--- src/rtl/clk_pkg.sv ---
// Shared definitions for the clock period meter: FSM encoding and default sizing.
package clk_pkg;

  typedef enum logic [2:0] {
    ST_SETTLE = 3'd0,
    ST_IDLE   = 3'd1,
    ST_ARM    = 3'd2,
    ST_HIGH   = 3'd3,
    ST_LOW    = 3'd4,
    ST_DONE   = 3'd5
  } state_e;

  localparam int DEFAULT_CNT_W       = 32;
  localparam int DEFAULT_SYNC_STAGES = 2;
  localparam int DEFAULT_TIMEOUT     = 100000000;

endpackage

--- src/rtl/sync_edge_det.sv ---
// Multi-flop synchronizer for an asynchronous input followed by a delay flop
// that yields single-cycle rise and fall pulses in the clk domain.
module sync_edge_det #(
  parameter int SYNC_STAGES = 2
) (
  input  logic clk,
  input  logic reset,
  input  logic async_in,
  output logic level,
  output logic rise,
  output logic fall
);

  logic [SYNC_STAGES-1:0] sync_q;
  logic                   prev_q;

  always_ff @(posedge clk) begin
    if (reset) begin
      sync_q <= '0;
      prev_q <= 1'b0;
    end else begin
      sync_q <= {sync_q[SYNC_STAGES-2:0], async_in};
      prev_q <= sync_q[SYNC_STAGES-1];
    end
  end

  assign level = sync_q[SYNC_STAGES-1];
  assign rise  = level & ~prev_q;
  assign fall  = ~level & prev_q;

endmodule

--- src/rtl/clk_period_meter.sv ---
// Measures period and high time of a slow asynchronous signal in clk cycles,
// one measurement per start pulse, returned over a valid/ready handshake.
module clk_period_meter
  import clk_pkg::*;
#(
  parameter int CNT_W       = DEFAULT_CNT_W,
  parameter int SYNC_STAGES = DEFAULT_SYNC_STAGES,
  parameter int TIMEOUT     = DEFAULT_TIMEOUT
) (
  input  logic             clk,
  input  logic             reset,
  input  logic             sig_in,
  input  logic             start,
  output logic             busy,
  output logic             meas_valid,
  input  logic             meas_ready,
  output logic [CNT_W-1:0] period,
  output logic [CNT_W-1:0] high_time,
  output logic             timeout
);

  localparam logic [CNT_W-1:0] TimeoutVal = CNT_W'(TIMEOUT);
  localparam logic [CNT_W-1:0] SettleLast = CNT_W'(SYNC_STAGES);
  localparam logic [CNT_W-1:0] CountOne   = CNT_W'(1);

  state_e           state_q;
  logic [CNT_W-1:0] counter_q;
  logic [CNT_W-1:0] period_q;
  logic [CNT_W-1:0] highTime_q;
  logic             timeout_q;

  logic sigLevelUnused;
  logic sigRise;
  logic sigFall;
  logic atLimit;

  sync_edge_det #(
    .SYNC_STAGES(SYNC_STAGES)
  ) u_sync (
    .clk     (clk),
    .reset   (reset),
    .async_in(sig_in),
    .level   (sigLevelUnused),
    .rise    (sigRise),
    .fall    (sigFall)
  );

  // A high phase of exactly TIMEOUT carries the counter one past the limit into LOW,
  // so the limit test is >= rather than ==.
  assign atLimit = (counter_q >= TimeoutVal);

  always_ff @(posedge clk) begin
    if (reset) begin
      state_q    <= ST_SETTLE;
      counter_q  <= '0;
      period_q   <= '0;
      highTime_q <= '0;
      timeout_q  <= 1'b0;
    end else begin
      case (state_q)
        ST_SETTLE: begin
          if (counter_q == SettleLast) begin
            counter_q <= '0;
            state_q   <= ST_IDLE;
          end else begin
            counter_q <= counter_q + CountOne;
          end
        end
        ST_IDLE: begin
          if (start) begin
            counter_q <= CountOne;
            state_q   <= ST_ARM;
          end
        end
        ST_ARM: begin
          if (sigRise) begin
            counter_q <= CountOne;
            state_q   <= ST_HIGH;
          end else if (atLimit) begin
            period_q   <= '0;
            highTime_q <= '0;
            timeout_q  <= 1'b1;
            state_q    <= ST_DONE;
          end else begin
            counter_q <= counter_q + CountOne;
          end
        end
        ST_HIGH: begin
          if (sigFall) begin
            highTime_q <= counter_q;
            counter_q  <= counter_q + CountOne;
            state_q    <= ST_LOW;
          end else if (atLimit) begin
            period_q   <= '0;
            highTime_q <= '0;
            timeout_q  <= 1'b1;
            state_q    <= ST_DONE;
          end else begin
            counter_q <= counter_q + CountOne;
          end
        end
        ST_LOW: begin
          if (sigRise) begin
            period_q  <= counter_q;
            timeout_q <= 1'b0;
            state_q   <= ST_DONE;
          end else if (atLimit) begin
            period_q   <= '0;
            highTime_q <= '0;
            timeout_q  <= 1'b1;
            state_q    <= ST_DONE;
          end else begin
            counter_q <= counter_q + CountOne;
          end
        end
        ST_DONE: begin
          if (meas_ready) begin
            state_q <= ST_IDLE;
          end
        end
        default: begin
          counter_q <= '0;
          state_q   <= ST_SETTLE;
        end
      endcase
    end
  end

  assign busy       = (state_q != ST_IDLE);
  assign meas_valid = (state_q == ST_DONE);
  assign period     = period_q;
  assign high_time  = highTime_q;
  assign timeout    = timeout_q;

endmodule

--- config.mk ---
export PLATFORM = sky130hd
export DESIGN_NAME = clk_period_meter
export DESIGN_NICKNAME = d
export VERILOG_FILES = /design/src/rtl/clk_pkg.sv /design/src/rtl/sync_edge_det.sv /design/src/rtl/clk_period_meter.sv
export SDC_FILE = /design/constraint.sdc
export NUM_CORES = 1
export LEC_CHECK = 0
export CAP_MARGIN = 20
export CORE_MARGIN = 3
export CORE_UTILIZATION = 55
export CTS_CLUSTER_SIZE = 40
export DETAILED_ROUTE_END_ITERATION = 8
export GPL_ROUTABILITY_DRIVEN = 0
export PLACE_DENSITY_LB_ADDON = 0.1
export SYNTH_ARGS = -nofsm -noshare
export SYNTH_HDL_FRONTEND = slang
export SYNTH_HIERARCHICAL = 1
export SYNTH_SLANG_ARGS = --single-unit
--- constraint.sdc ---
create_clock -name clk -period 4.5 [get_ports clk]
set_clock_uncertainty 0.1 [all_clocks]
set_input_delay 0.45 -clock clk [delete_from_list [all_inputs] [get_ports clk]]
set_output_delay 0.45 -clock clk [all_outputs]
set_load 0.05 [all_outputs]
---- After elaboration in Yosys (flattened, before gate mapping) ----
Cells that the tools add are included.
operators by class
  bitwise gates (word level) .............. 5
  $lt $le $gt $ge ......................... 1
  multipliers ............................. 0
  reductions and logical operators ........ 8
  muxes and demuxes ....................... 29
  add/sub/neg operators ................... 1
  equality and inequality tests ........... 14
  divide/modulo/power cells ............... 0
  shifts and indexed selects .............. 0
operators with widths
  operator                 count
  $mux W32                 13
  $pmux W32 S6             1
  $pmux W32 S3             1
  $pmux W32 S2             1
  $add A32 B1 Y32 const B  1
  $eq A32 B2 Y1 const B    1
  $ge A32 B27 Y1 const B   1
  $mux W3                  7
  $pmux W3 S6              1
  $ne A2 B2 Y1 const B     6
  $reduce_and A3 Y1        3
  $eq A3 B2 Y1 const B     2
  $eq A3 B3 Y1 const B     2
  $mux W1                  4
  $eq A3 B1 Y1 const B     1
  $logic_not A3 Y1         1
  $ne A3 B1 Y1 const B     1
  $not A1 Y1               3
  $pmux W1 S3              1
  $reduce_bool A3 Y1       1
  $and A1 B1 Y1            2
  $ne A2 B1 Y1 const B     1
  $reduce_and A2 Y1        1
  $reduce_bool A2 Y1       1
  $reduce_or A2 Y1         1
storage, ports and cells
  bits in latches ......................... 0
  bits in registers ....................... 103
  ROM bits ................................ 0
  output and inout bits ................... 67
  memories ................................ 0
  input bits .............................. 5
  memory bits (writable) .................. 0
  word-level logic and storage cells ...... 65

---- Longest topological paths before layout ----
Gate-level depths: netlist of run 1.
  depth in word-level cells ............... 4
  mapped depth ............................ 11
  depth with buffers taken out ............ 9

---- Hierarchy ----
Netlist of run 1, hierarchy kept.
modules (own cells, without submodules)
  module            area an instance (µm²)  cells each  sequential area each (µm²)  instances
  clk_period_meter  4576.9                  551         2001.9                      1
  sync_edge_det     91.3                    8           60.1                        1

---- Worst setup path after synthesis of run 1 ----
Ideal clock, no wire load.
  path type ............................... register to register
  start point ............................. reg counter_q[0]
  end point ............................... reg counter_q[0]
  setup time .............................. 122 ps
  cell stages (with the launch flop) ...... 10
  arrival time ............................ 2091 ps
  setup slack ............................. 2187 ps
  required time ........................... 4278 ps
  buffers on the path ..................... 0
  period minus slack after synthesis ...... 2313 ps
  path through ............................ dfxtp_1 inv_1 ha_1 nor3b_1 nand4_1 or4_4 nand2_2 o21ai_1 or4_1 o311a_1
between the ends
  cells in the longest elaborated chain, start to end .. 4
RTL lines
  element                                                   line                                                                     text
  from (decl)                                               clk_period_meter.sv:27                                                   logic [CNT_W-1:0] counter_q;
  from (signal assigned)                                    clk_period_meter.sv:66                                                   counter_q <= counter_q + CountOne;
  from (signal assigned)                                    clk_period_meter.sv:71                                                   counter_q <= CountOne;
  from (signal assigned)                                    clk_period_meter.sv:77                                                   counter_q <= CountOne;
  $add A32 B1 Y32 / $ge A32 B27 Y1 (equally long branches)  -
  $mux W32                                                  clk_period_meter.sv:79, clk_period_meter.sv:93, clk_period_meter.sv:107
  $mux W32 (on tied branches)                               clk_period_meter.sv:103, clk_period_meter.sv:76, clk_period_meter.sv:89
  $pmux W32 S6 *                                            clk_period_meter.sv:60                                                   case (state_q)
Every way passes the cells marked *; elsewhere a longest branch is shown, timed or not. The select of a mux whose other input is x is not followed.
A chain may end at the register's enable or synchronous reset.

---- Worst setup path in the final report of run 1 ----
  start point ............................. reg counter_q[2]
  end point ............................... reg counter_q[15]
The elaborated chain is that of the path after synthesis.

==> results of run 1 <==
worst max-delay path, stage by stage (launching register included):
cell       delay (ns)
dfxtp_1          0.47
nor4_1           0.37
nand4_1          0.21
or4_4            0.56
a21boi_2         0.52
a21o_2           0.33
a2bb2oi_1        0.21
a311oi_1         0.07
area by class of cell:
cell class	count	area [um2]
clock buffer	10	137.6
clock inverter	6	83.83
fill	660	2399
inverter	14	52.55
multi-input combinational	399	2330
sequential	103	2062
tap	102	127.6
timing repair buffer	76	775.7
cells by family after synthesis:
family / after synthesis / synth area share (%)
AND/OR/NAND/NOR: 214 / 22.09
buffers and inverters: 57 / 6.030
AO/OA/AOI/OAI: 176 / 25.73
multiplexers: 2 / 0.4289
flip-flops: 103 / 44.17
adder cells (fa/ha/maj): 3 / 0.8042
XOR/XNOR: 4 / 0.7506
synth_stat cells (2+ instances only):
library cell	instances
a2111oi_0	2
a211o_1	2
a21boi_2	2
a21o_1	4
a21oi_1	67
a21oi_2	2
a22o_1	35
a22oi_1	2
a2bb2oi_1	4
a311oi_1	6
a31oi_1	4
and2_1	2
and3_1	9
and4_1	2
buf_2	16
buf_6	6
clkbuf_1	18
clkbuf_2	2
dfxtp_1	103
ha_1	3
inv_1	14
mux2i_1	2
nand2_1	99
nand2_2	2
nand2b_1	3
nand3_1	22
nand3b_1	3
nand4_1	7
nand4b_1	3
nor2_1	29
nor2b_1	9
nor3_1	5
nor3_2	2
nor4_1	6
nor4_2	2
o21a_1	2
o21ai_0	22
o21ai_1	3
o22ai_1	2
o31ai_1	3
or3_1	5
xor2_1	3
power groups by stage:
stage	Combinational [mW]	Sequential (mW)	Clock (mW)
floorplan	0.356	0.961	0
global placement	0.403	0.980	0
detailed placement	0.406	0.980	0
CTS	0.412	0.959	0.643
global route	0.466	0.965	0.682
finish	0.430	0.961	0.639
final timing paths:
kind | cells past startpoint | to | startpoint
worst min register to register | 1 | u_sync/sync_q[1] | u_sync/sync_q[0]
worst max-delay path | 7 | counter_q[15] | counter_q[2]
worst max register to register | 7 | counter_q[15] | counter_q[2]
worst min-delay path | 1 | u_sync/sync_q[1] | u_sync/sync_q[0]
state kept, by name (all words and copies together), names as in the netlist:
| register | cells |
|---|---|
| counter_q | 32 |
| u_sync/sync_q | 2 |
| state_q | 3 |
| u_sync/prev_q | 1 |
| high_time | 32 |
| timeout | 1 |
| period | 32 |
per-layer routing:
layer | global-route usage (%) | up-vias
met3 | 4.214 | 23
li1 | - | 2093
met2 | 40.52 | 245
met5 | 0 | -
met1 | 34.76 | 2093
met4 | 8.088 | 0
==> results.sh, run 1 <==
export IMPL_status="finished clean"
export IMPL_hold_violations=0
export IMPL_drc=0
export IMPL_synth_cell_area_um2=4668
export IMPL_r2r_slack_ns=1.54
export IMPL_cts_tree="built"
export IMPL_worstMarginPinSlew_ns=1.076
export IMPL_htree_levels=3
export IMPL_fin_util_pct=69.90
export IMPL_vias=4454
export IMPL_syn_inst=559
export IMPL_power_switching_mw=0.6830
export IMPL_slew_viol_final=0
export IMPL_ys_ff_latch=103
export IMPL_ctsResizeCount=0
export IMPL_layout_min_cycle_time_ns=2.958
export IMPL_synthTopCellsByArea="dfxtp_1, nand2_1, a21oi_1"
export IMPL_finalHoldWorstSlack_ns=0.3593
export IMPL_insertion_delay_ns=0.38
export IMPL_slew_headroom_pct=28.10
export IMPL_grt_total_usage_pct=25.21
export IMPL_io_pins=72
export IMPL_powerDensity_nw_per_um2=364.6
export IMPL_crit_fanout=11
export IMPL_maxCapViolations=0
export IMPL_cts_root_buf="clkbuf_8"
export IMPL_antenna_found_initial=0
export IMPL_cp_required_ns=4.64
export IMPL_drtPass1Iterations=7
export IMPL_setup_slack_ns=1.542
export IMPL_total_power_mw=2.030
export IMPL_synthFlopType="dfxtp_1"
export IMPL_p_int_mw=1.347
export IMPL_postCtsSetupBuffers=0
export IMPL_clock_sinks=103
export IMPL_cp_arrival_ns=3.10
export IMPL_crit_type="reg2reg"
export IMPL_wl_met1_mm=5.401
export IMPL_initial_utilization_pct=58.59
export IMPL_syn_area_per_cell_um2=8.351
export IMPL_final_area_um2=5569
export IMPL_area_growth_syn_to_layout_pct=19.30
export IMPL_finalSetupViolCount=0
export IMPL_yosysSeqAreaShare_pct=44.17
export IMPL_cp_start_kind="flop"
export IMPL_end_kind="flop"
export IMPL_synth_edf_count=0
export IMPL_grt_setup_unrepaired="no"
export IMPL_pwr_share_seq_pct=47.3
export IMPL_wirelength_mm=12.53
export IMPL_layout_common_cells="dfxtp_1, nand2_1, clkdlybuf4s50_1, a21oi_1, a22o_1"
export IMPL_drtIter0Drc=477
export IMPL_synthesis_nets=567
export IMPL_top_layer_used="met4"
export IMPL_die_y_um=98.13
export IMPL_insertedDiodeCount=0
export IMPL_synth_distinct_cells=62
export IMPL_final_common_cell="dfxtp_1"
export IMPL_synth_async_reset_ratio_pct=0
export IMPL_synth_top_area_share_pct=44.17
export IMPL_overflow=0
export IMPL_wl_met2_mm=5.722
export IMPL_rows=32
export IMPL_power_share_switching_pct=33.64
export IMPL_die_w_um=98.13
export IMPL_clk_pin_slew_ns=0.10
export IMPL_grt_pass1_wl_mm=19.91
export IMPL_drtAntennaViolNets=0
export IMPL_post_place_ws_ns=1.517
export IMPL_coreArea_um2=7968
export IMPL_clock_path_buffers=2
export IMPL_hp_class="reg2reg"
export IMPL_postPlaceCellArea_um2=5305
export IMPL_via_per_inst=6.273
export IMPL_yosys_warnings=6
export IMPL_grt_pass1_vias=3888
export IMPL_finalNetCount=611
export IMPL_min_period_over_period_pct=65.73
export IMPL_stdcell_count=710
export IMPL_leakage_nw=1.906
export IMPL_grt_max_degree=34
export IMPL_holdBufCountCts=0
export IMPL_fin_tns_setup_ns=0
export IMPL_wl_met3_mm=1.195
export IMPL_dieArea_um2=9630
export IMPL_numCtsBuffers=9
export IMPL_place_hpwl_mm=8.369
export IMPL_io_buffers=71
export IMPL_drive_gt1_share_pct=6.579
export IMPL_power_frac_comb_pct=21.2
export IMPL_detail_route_wl_per_cell_um=17.65
export IMPL_fmax_mhz=338.1
export IMPL_ir_drop_mv=0.2542
export IMPL_yosysTopAreaCell="dfxtp_1"
export IMPL_p_clk_share_pct=31.5
export IMPL_place_inst=692
Note: power is estimated with default switching activity, not from simulation.
==> run 2, diff against run 1 <==
Settings changed: CORE_UTILIZATION 55 to 49.
Clock period 4.5 ns to 2.5 ns, I/O delays scaled along.
==> results.sh, run 2 (synthesis results as in run 1) <==
export IMPL_status="finished clean"
export IMPL_finalHoldWorstSlack_ns=0.3195
export IMPL_insertedDiodeCount=0
export IMPL_r2r_slack_ns=0.03
export IMPL_die_y_um=103.6
export IMPL_power_switching_mw=1.310
export IMPL_slowest_delay_ns=0.50
export IMPL_via_per_inst=5.907
export IMPL_numCtsBuffers=9
export IMPL_drtAntennaViolNets=0
export IMPL_place_hpwl_mm=9.611
export IMPL_startpoint="counter_q[22]"
export IMPL_cp_required_ns=2.67
export IMPL_cp_depth=8
export IMPL_htree_levels=3
export IMPL_grt_pass1_wl_mm=22.17
export IMPL_worstMarginPinSlew_ns=0.7755
export IMPL_seq_area_um2=2063
export IMPL_grt_total_usage_pct=24.77
export IMPL_power_frac_comb_pct=28.6
export IMPL_io_pins=72
export IMPL_clock_path_buffers=2
export IMPL_p_int_mw=2.520
export IMPL_power_share_switching_pct=34.20
export IMPL_coreArea_um2=8976
export IMPL_fin_tns_setup_ns=0
export IMPL_cts_root_buf="clkbuf_8"
export IMPL_fmax_mhz=404.2
export IMPL_reg2reg_to="counter_q[3]"
export IMPL_end_kind="flop"
export IMPL_detail_route_wl_per_cell_um=17.35
export IMPL_overflow=0
export IMPL_drtIter0Drc=348
export IMPL_layout_min_cycle_time_ns=2.474
export IMPL_slew_viol_final=0
export IMPL_min_period_over_period_pct=98.96
export IMPL_hp_class="in2reg"
export IMPL_maxCapViolations=0
export IMPL_reg2reg_depth=8
export IMPL_insertion_delay_ns=0.37
export IMPL_wirelength_mm=13.79
export IMPL_grt_pass1_vias=4417
export IMPL_path_cells="nor4_4 -> nand4_1 -> or4_4 -> a21boi_4 -> buf_4 -> a211oi_4 -> buf_4 -> a22o_1"
export IMPL_io_buffers=71
export IMPL_critPathBufInv=2
export IMPL_holdBufCountCts=0
export IMPL_finalSetupViolCount=0
export IMPL_p_clk_share_pct=27.3
export IMPL_crit_fanout=8
export IMPL_crit_top_cell="buf_4"
export IMPL_crit_type="reg2reg"
export IMPL_initial_utilization_pct=52.01
export IMPL_vias=4696
export IMPL_grt_max_degree=34
export IMPL_cp_arrival_ns=2.65
export IMPL_leakage_nw=2.265
export IMPL_ir_drop_mv=0.4709
export IMPL_rr_startpoint="counter_q[22]"
export IMPL_drtPass1Iterations=5
export IMPL_drive_gt1_share_pct=17.04
export IMPL_place_inst=774
export IMPL_finalNetCount=672
export IMPL_rows=34
export IMPL_hold_violations=0
export IMPL_dieArea_um2=10730
export IMPL_drc=0
export IMPL_die_w_um=103.6
export IMPL_pwr_share_seq_pct=44.1
export IMPL_critPathCapture="counter_q[3]"
export IMPL_final_common_cell="dfxtp_1"
export IMPL_fillers=758
export IMPL_clk_pin_slew_ns=0.10
export IMPL_cts_tree="built"
export IMPL_powerDensity_nw_per_um2=622.1
export IMPL_layout_common_cells="dfxtp_1, nand2_1, clkdlybuf4s50_1, a21oi_1, buf_4"
export IMPL_slew_headroom_pct=48.14
export IMPL_cp_top_family="simple AND/OR/NAND/NOR gates"
export IMPL_clock_sinks=103
export IMPL_stdcell_count=795
export IMPL_antenna_found_initial=0
export IMPL_crit_slowest_cell="or4_4"
export IMPL_area_growth_syn_to_layout_pct=31.90
export IMPL_multi_input_area_um2=2460
export IMPL_cp_start_kind="flop"
## run 2: cell types whose count changed in the layout (fill, tap and decap cells not counted), moves of 2 or more
cell	change
clkdlybuf4s50_1	-2
a21oi_2	-2
nor2_2	+2
nand3_1	-2
nor2_1	-2
nand3_2	+2
a21oi_4	+2
nor3_1	-2
inv_8	-2
nor3_4	+2
buf_12	+2
buf_4	+61
## run 2: per-stage QoR
stage | power [mW] | utilization, % | worst slack [ns] | area, um2
final | 3.830 | 68.59 | 0.02604 | 6157
after global routing | 4.000 | 68.59 | -0.02901 | 6157
after CTS | 3.705 | 66.85 | 0.01078 | 6001
after detailed placement | 2.654 | 64.54 | -0.02136 | 5793
after global placement | 2.629 | 64.54 | 0.08061 | 5793
after floorplan | 2.371 | - | 0.1873 | 4668
## run 2: how the worst min path moves through the flow
stage,start,to,cells after the start
after floorplan,reset,u_sync/prev_q,1
after global placement,u_sync/sync_q[0],u_sync/sync_q[1],1
after detailed placement,u_sync/sync_q[0],u_sync/sync_q[1],1
after CTS,sig_in,u_sync/sync_q[0],2
after global routing,sig_in,u_sync/sync_q[0],2
final,sig_in,u_sync/sync_q[0],2
## run 2: power groups by stage
stage	Combinational [mW]	Clock, mW	Sequential (mW)
6_report	1.10	1.05	1.69
5_1_grt	1.18	1.13	1.69
4_1_cts	0.948	1.07	1.69
3_5_place_dp	0.929	0	1.73
3_3_place_gp	0.905	0	1.72
2_1_floorplan	0.641	0	1.73
## run 2: area by class of cell
| type | instances | area share, % |
|---|---|---|
| multi-input combinational | 400 | 39.95 |
| inverter | 14 | 0.8535 |
| clock buffer | 11 | 2.459 |
| clock inverter | 5 | 0.7925 |
| sequential | 103 | 33.51 |
| tap | 126 | 2.560 |
| timing repair buffer | 136 | 19.87 |
## run 2: per-layer routing
layer / GRT usage, % / routed length, um / vias up
li1: - / - / 2215
met1: 32.11 / 5969 / 2235
met2: 40.79 / 6518 / 231
met3: 4.664 / 1105 / 15
met4: 9.972 / 197 / 0
met5: 0 / 0 / -
## run 2: worst register-to-register path: stages (launching register included)
cell      delay (ns)
dfxtp_1         0.37
nor4_4          0.35
nand4_1         0.18
or4_4           0.50
a21boi_4        0.26
buf_4           0.16
a211oi_4        0.06
buf_4           0.20
a22o_1          0.19
## run 2: what timing repair did
action,4_1_cts,5_1_grt
setup buffers,0,4
pin swaps,1,6
setup endpoints to repair,11,70
gates resized for setup,1,22
gates cloned,0,1
